## config.mk

```make
export PLATFORM = sky130hd
export DESIGN_NAME = mos6502_sequencer
export DESIGN_NICKNAME = d
export VERILOG_FILES = /design/src/rtl/mos6502_sequencer.sv
export SDC_FILE = /design/constraint.sdc
export NUM_CORES = 1
export LEC_CHECK = 0
export BUFFER_PORTS_ARGS = -buffer_cell sky130_fd_sc_hd__buf_4
export CAP_MARGIN = 5
export CORE_AREA = 5 5 50 63
export CTS_BUF_LIST = sky130_fd_sc_hd__clkbuf_2 sky130_fd_sc_hd__clkbuf_4 sky130_fd_sc_hd__clkbuf_8
export DETAILED_ROUTE_END_ITERATION = 6
export DIE_AREA = 0 0 55 68
export MAX_ROUTING_LAYER = met4
export PLACE_DENSITY = 0.78
export SLEW_MARGIN = 10
export SYNTH_ARGS = -nofsm -noshare
export SYNTH_HDL_FRONTEND = slang
export SYNTH_SLANG_ARGS = --single-unit
```

## constraint.sdc

```tcl
create_clock -name clk -period 2.2 [get_ports clk]
set_clock_uncertainty 0.05 [all_clocks]
set_input_delay 0.22 -clock clk [delete_from_list [all_inputs] [get_ports clk]]
set_output_delay 0.22 -clock clk [all_outputs]
set_load 0.02 [all_outputs]
```

## src/rtl/mos6502_sequencer.sv

```systemverilog
// Multi-cycle fetch/operand/execute control sequencer for the mos6502 core.
// Decodes the opcode each cycle and drives IR, memory, address-mux, PC and register loads.
module mos6502_sequencer #(
   parameter int unsigned CNT_W = 16
) (
   input  logic             clk,
   input  logic             reset,
   input  logic             rdy,
   input  logic [7:0]       opcode,
   input  logic             flag_z,
   input  logic             flag_c,
   output logic             il,
   output logic             mw,
   output logic             mm,
   output logic [1:0]       ps,
   output logic             a_load,
   output logic             alu_add,
   output logic             adl_load,
   output logic             adh_load,
   output logic             sync,
   output logic             halted,
   output logic [2:0]       state_dbg,
   output logic [CNT_W-1:0] instr_cnt
);

   localparam logic [2:0] ST_INF = 3'd0;
   localparam logic [2:0] ST_OP1 = 3'd1;
   localparam logic [2:0] ST_OP2 = 3'd2;
   localparam logic [2:0] ST_EX0 = 3'd3;
   localparam logic [2:0] ST_HLT = 3'd7;

   localparam logic       IL_NOLOAD = 1'b0;
   localparam logic       IL_LOAD   = 1'b1;
   localparam logic       MW_WRITE  = 1'b0;
   localparam logic       MW_READ   = 1'b1;
   localparam logic       MM_PC     = 1'b0;
   localparam logic       MM_A      = 1'b1;
   localparam logic [1:0] PS_HOLD   = 2'd0;
   localparam logic [1:0] PS_INC    = 2'd1;
   localparam logic [1:0] PS_REL    = 2'd2;
   localparam logic [1:0] PS_ABS    = 2'd3;

   localparam logic [7:0] OP_NOP     = 8'hEA;
   localparam logic [7:0] OP_LDA_IMM = 8'hA9;
   localparam logic [7:0] OP_ADC_IMM = 8'h69;
   localparam logic [7:0] OP_LDA_ABS = 8'hAD;
   localparam logic [7:0] OP_STA_ABS = 8'h8D;
   localparam logic [7:0] OP_JMP_ABS = 8'h4C;
   localparam logic [7:0] OP_BEQ     = 8'hF0;
   localparam logic [7:0] OP_BNE     = 8'hD0;
   localparam logic [7:0] OP_BCS     = 8'hB0;

   logic [2:0]       state_q, state_d;
   logic [CNT_W-1:0] cnt_q, cnt_d;
   logic             take;

   assign take = ((opcode == OP_BEQ) &&  flag_z) ||
                 ((opcode == OP_BNE) && !flag_z) ||
                 ((opcode == OP_BCS) &&  flag_c);

   always_comb begin
      il       = IL_NOLOAD;
      mw       = MW_READ;
      mm       = MM_PC;
      ps       = PS_HOLD;
      a_load   = 1'b0;
      alu_add  = 1'b0;
      adl_load = 1'b0;
      adh_load = 1'b0;
      sync     = 1'b0;
      state_d  = state_q;
      cnt_d    = cnt_q;
      case (state_q)
         ST_INF: begin
            il      = IL_LOAD;
            ps      = PS_INC;
            sync    = 1'b1;
            state_d = ST_OP1;
            cnt_d   = cnt_q + 1'b1;
         end
         ST_OP1: begin
            case (opcode)
               OP_NOP: state_d = ST_INF;
               OP_LDA_IMM, OP_ADC_IMM: begin
                  a_load  = 1'b1;
                  alu_add = (opcode == OP_ADC_IMM);
                  ps      = PS_INC;
                  state_d = ST_INF;
               end
               OP_LDA_ABS, OP_STA_ABS, OP_JMP_ABS: begin
                  adl_load = 1'b1;
                  ps       = PS_INC;
                  state_d  = ST_OP2;
               end
               OP_BEQ, OP_BNE, OP_BCS: begin
                  ps      = take ? PS_REL : PS_INC;
                  state_d = ST_INF;
               end
               default: state_d = ST_HLT;
            endcase
         end
         ST_OP2: begin
            adh_load = 1'b1;
            if (opcode == OP_JMP_ABS) begin
               ps      = PS_ABS;
               state_d = ST_INF;
            end else begin
               ps      = PS_INC;
               state_d = ST_EX0;
            end
         end
         ST_EX0: begin
            mm = MM_A;
            if (opcode == OP_STA_ABS) begin
               mw = MW_WRITE;
            end else begin
               a_load = 1'b1;
            end
            state_d = ST_INF;
         end
         ST_HLT: state_d = ST_HLT;
         default: state_d = ST_HLT;
      endcase

      // Stall or reset: the cycle has no side effects and repeats once released.
      if (reset || !rdy) begin
         il       = IL_NOLOAD;
         mw       = MW_READ;
         mm       = MM_PC;
         ps       = PS_HOLD;
         a_load   = 1'b0;
         alu_add  = 1'b0;
         adl_load = 1'b0;
         adh_load = 1'b0;
         sync     = 1'b0;
         state_d  = state_q;
         cnt_d    = cnt_q;
      end
   end

   always_ff @(posedge clk or posedge reset) begin
      if (reset) begin
         state_q <= ST_INF;
         cnt_q   <= '0;
      end else begin
         state_q <= state_d;
         cnt_q   <= cnt_d;
      end
   end

   assign halted    = (state_q == ST_HLT) && !reset;
   assign state_dbg = state_q;
   assign instr_cnt = cnt_q;

endmodule

```

Yosys cells after proc, flatten, opt, wreduce, memory -nomap -nowiden --
Index checks and enable logic that the tools add are counted.
Word-level totals: flip-flop bits (word level) 19, input bits 13, logic and storage cells 60
Cells by class: add/subtract/negate cells 1, equal/unequal tests 13, mux-type cells 26, bitwise gates (word level) 1, reductions and logical operators 17
Operators by type and width (number):
- 8-bit equality test, second input constant | 7
- 1-bit 2-to-1 mux | 17
- 16-bit by 1-bit adder with 16-bit output, second input constant | 1
- 8-bit by 7-bit equality test with 1-bit output, second input constant | 2
- 3-bit one-hot mux with 4 select lines | 1
- 2-bit 2-to-1 mux | 4
- 3-bit by 2-bit equality test with 1-bit output, second input constant | 2
- 2-bit one-hot mux with 3 select lines | 1
- 3-bit one-hot mux with 2 select lines | 1
- 3-bit OR reduction | 2
- 6-bit OR reduction | 1
- 5-bit OR reduction | 1
- 1-bit logical AND | 4
- 2-bit one-hot mux with 2 select lines | 1
- 3-bit by 1-bit equality test with 1-bit output, second input constant | 1
- 3-bit equality test, second input constant | 1
- 1-bit logical NOT | 3
- 3-bit logical NOT | 1
- 1-bit logical OR | 3
- 1-bit one-hot mux with 2 select lines | 1
- 2-bit AND reduction | 1
- 2-bit OR reduction | 1
- 1-bit inverter | 1

Longest topological paths before layout --
depth in word-level cells 8, mapped depth 5

Worst setup path before layout --
No wires, ideal clock.
path kind register to register, from register state_q[2] (netlist: state_dbg[2]), to register cnt_q[1] (netlist: instr_cnt[1]), library setup time 0.125 ns, arrival 2.115 ns, data required time 2.025 ns, slack -0.090 ns, stages on the path, launching flop included 5, buffers on the path 1, period minus slack after synthesis 2.290 ns, path through dfrtp_1 > or3b_1 > buf_2 > nor3_1 > mux2_2
On the way: word-level cells in the longest chain between the ends 2
RTL lines:
- start, declared | RTL line 53 | logic [2:0] state_q, state_d;
- start signal, assigned | RTL line 146 | state_q <= state_d;
- 3-bit logical NOT | RTL line 73 | case (state_q)
- 2-bit AND reduction (no source line)
- end signal, assigned | RTL line 147 | cnt_q <= cnt_d;
- end, declared | RTL line 54 | logic [CNT_W-1:0] cnt_q, cnt_d;
No other way between the ends. A chain may end at the register's enable or synchronous reset.

Worst setup path in the final report --
from input port opcode[4], to output port ps[0]
On the way: word-level cells in the longest chain between the ends 8
RTL lines:
- start, declared | RTL line 9 | input logic [7:0] opcode,
- 8-bit equality test, on equally long branches | RTL line 57, 82, 58
- 1-bit logical AND, on equally long branches | RTL line 57, 58
- 1-bit logical OR | RTL line 57 | assign take = ((opcode == OP_BEQ) && flag_z) ||
- 1-bit logical OR | RTL line 58 | ((opcode == OP_BNE) && !flag_z) ||
- 2-bit 2-to-1 mux | RTL line 96 | ps = take ? PS_REL : PS_INC;
- 2-bit one-hot mux with 2 select lines * | RTL line 82 | case (opcode)
- 2-bit one-hot mux with 3 select lines * | RTL line 73
- 2-bit 2-to-1 mux * | RTL line 126 | if (reset || !rdy) begin
- end, declared | RTL line 15 | output logic [1:0] ps,
Every way passes the cells marked *; elsewhere a longest branch is shown, timed or not.

==> results.sh <==
export IMPL_routed_wirelength_um=2840
export IMPL_synthSimpleGateAreaFrac_pct=32.5
export IMPL_arrival_ps=1870
export IMPL_clk_transition_reported_paths_ps=110
export IMPL_io_buffers=42
export IMPL_failed_checks="negative hold slack"
export IMPL_die_area_um2=3740
export IMPL_result_of_the_run="complete, but fails checks"
export IMPL_power_density_nw_per_um2=646
export IMPL_routed_wire_length_per_instance_um=14.6
export IMPL_timing_critical_path_to_type="output pin"
export IMPL_numPlacedInstances=191
export IMPL_synth_fa_ha_area_share_pct=1.04
export IMPL_r2r_start="state_dbg[2]"
export IMPL_cts_num_sinks=19
export IMPL_die_w_um=55
export IMPL_tritoncts="yes"
export IMPL_viasPerCell=5.68
export IMPL_timing_worst_slew_pin_value_ps=707
export IMPL_drtIter0Drc=13
export IMPL_antenna_found_initial=0
export IMPL_post_cts_repair_setup_buffers=0
export IMPL_synthCells=120
export IMPL_worst_reg2reg_path_depth=4
export IMPL_core_area_um2=2550
export IMPL_post_route_drc_count=0
export IMPL_drt_pass1_iter_count=4
export IMPL_multi_input_combinational_cell_area_um2=691
export IMPL_routabilityCongestion=0.835
export IMPL_layout_filler_cells=221
export IMPL_yosys_cell_types_count=46
export IMPL_max_slew_margin_pct=52.8
export IMPL_sequential_cell_area_um2=475
export IMPL_initial_utilization_pct=47.0
export IMPL_maxSlewViolCount=0
export IMPL_min_delay_path_class="in2async"
export IMPL_timing_critical_path_from_type="input port"
export IMPL_synth_seq_cells=19
export IMPL_synth_async_reset_ratio_pct=100
export IMPL_setup_viol=0
export IMPL_via_count_of_the_first_global_routing_pass=1126
export IMPL_post_synth_mux_area_share_pct=1.88
export IMPL_wire_length_of_the_first_global_routing_pass_um=4850
export IMPL_syn_to_final_growth_pct=32.6
export IMPL_required_ps=1930
export IMPL_stdcell_count=195
export IMPL_numCtsBuffers=3
export IMPL_detail_route_antenna_nets=0
export IMPL_timing_fmax_mhz=467
export IMPL_synth_area_um2=1200
export IMPL_h_tree_levels=1
export IMPL_synth_yosys_warnings=0
export IMPL_synthFlopType="dfrtp_1"
export IMPL_worst_path_max_fanout=4
export IMPL_mean_cell_area_of_the_mapped_netlist_um2=9.99
export IMPL_preCtsSetupSlack_ps=40.7
export IMPL_leakagePower_nw=0.758
export IMPL_rsz0062_at_grt="yes"
export IMPL_grt_max_degree=20
export IMPL_seq_area_frac_synth_pct=39.7
export IMPL_worst_skew_pair_late_latency_ps=300
export IMPL_globalRouteTotalUtil_pct=17.8
export IMPL_kind_of_critical_path="in2out"
export IMPL_report_final_hold_viol_count=10
export IMPL_num_rows=21
export IMPL_floorplan_io_pins=43
export IMPL_fin_crit_sh_pct=97.3
export IMPL_synth_edff_count=0
export IMPL_timing_final_ws_setup_ps=58.6
export IMPL_synth_top_family_by_area="simple AND/OR/NAND/NOR gates"
export IMPL_num_vias=1107
export IMPL_grt_overflow=0
export IMPL_layout_drive_gt1_share_pct=36.6
export IMPL_dp_final_hpwl_um=2240
export IMPL_critical_path_startpoint="opcode[4]"
export IMPL_rrSetupSlack_ps=400
export IMPL_insertedDiodeCount=0
export IMPL_maxCapViolations=0
export IMPL_final_period_minus_worst_setup_slack_ps=2140
export IMPL_fp_dieH_um=68
export IMPL_synth_xor_area_share_pct=11.7
export IMPL_synth_nets=134
export IMPL_hold_worst_slack_ps=-3.03
export IMPL_timing_rr_end="instr_cnt[10]"
export IMPL_max_vdd_ir_drop_mv=0.267
export IMPL_final_net_count=176
export IMPL_clockRootBuffer="clkbuf_4"
export IMPL_synth_compound_gate_area_share_pct=9.39
export IMPL_maximum_number_of_buffers_from_clock_root_to_sink=2
## registers in the layout, indices dropped and copies added (netlist names)
register / cells
state_dbg: 3
instr_cnt: 16
## per-stage QoR
| step | cell area (um2) | util [%] | setup TNS [ps] | total power [mW] |
|---|---|---|---|---|
| final | 1590 | 62.3 | 0 | 1.03 |
| after global routing | 1590 | 62.3 | -8.19 | 1.09 |
| after detailed placement | 1550 | 60.6 | 0 | 0.852 |
| after CTS | 1570 | 61.7 | 0 | 1.03 |
| after global placement | 1550 | 60.6 | 0 | 0.843 |
| after floorplan | 1200 | - | 0 | 0.690 |
## routing by layer
layer | part of all wire [%] | routed length, um | vias up | track usage, %
li1 | - | - | 533 | -
met1 | 39 | 1110 | 527 | 20.2
met2 | 53 | 1510 | 41 | 30.3
met3 | 5.3 | 149 | 6 | 0.871
met4 | 2.5 | 71 | 0 | 10.3
met5 | 0 | 0 | - | -
## layout make-up
cell class	count	area share (%)
Timing Repair Buffer	44	21.3
Tap cell	34	2.68
Clock inverter	1	0.315
Inverter	4	0.945
Sequential cell	19	29.9
Clock buffer	3	1.42
Multi-Input combinational cell	90	43.5
## synth_stat cells, types with 2 or more instances
cell type / n / area, um2
nor3_1: 2 / 10.0
nand3_1: 5 / 25.0
nand4bb_1: 2 / 22.5
a21oi_1: 2 / 10.0
buf_1: 2 / 7.51
clkbuf_1: 3 / 11.3
dfrtp_1: 19 / 475
inv_1: 4 / 15.0
xnor2_1: 10 / 87.6
nor3b_1: 3 / 22.5
nor2_1: 5 / 18.8
o21ai_0: 2 / 10.0
nand2_1: 7 / 26.3
and3_1: 6 / 37.5
mux2_2: 2 / 22.5
nand4_1: 11 / 68.8
xor2_1: 6 / 52.6
## cells by family (layout without fill, tap and decap cells)
group,after synthesis,in the layout
compound gates,15,15
xor+xnor,16,16
fa+ha+maj,1,1
buf+inv,11,52
flops,19,19
mux,2,2
simple gates,56,56
## worst max path at each step
stage,cells past startpoint,to,slack (ps)
finish,6,ps[0],60
floorplan,4,instr_cnt[1],190
global route,6,ps[0],-8
detailed placement,6,ps[0],40
global placement,6,ps[0],50
CTS,6,ps[0],40
## power breakdown
part           switching (mW)  internal, mW
combinational           0.184         0.163
sequential              0.111         0.392
clock                   0.109        0.0678
total                   0.404         0.622
## critical path: stages
cell     delay, ps
buf_6          100
or4b_1         500
or4b_4         560
a41o_1         230
a21oi_2        110
buf_4          150
## cell usage in the layout, fill, tap and decap left out, types with 2 or more instances in the layout
cell type	synthesis	final
clkbuf_4	0	3
nand4_1	11	11
inv_1	4	4
dfrtp_1	19	19
a21oi_1	2	2
nand4bb_1	2	2
and3_1	6	6
buf_6	0	2
nand3_1	5	5
nor3b_1	3	3
nor2_1	5	5
nand2_1	7	7
mux2_2	2	2
o21ai_0	2	2
buf_4	1	42
xnor2_1	10	10
xor2_1	6	6
## what timing repair did
action,4_1_cts,5_1_grt
resized for setup,0,4
hold buffers,0,0
setup endpoints to repair,0,4
hold endpoints to repair,0,0
Note: power is estimated with default switching activity, not from simulation.
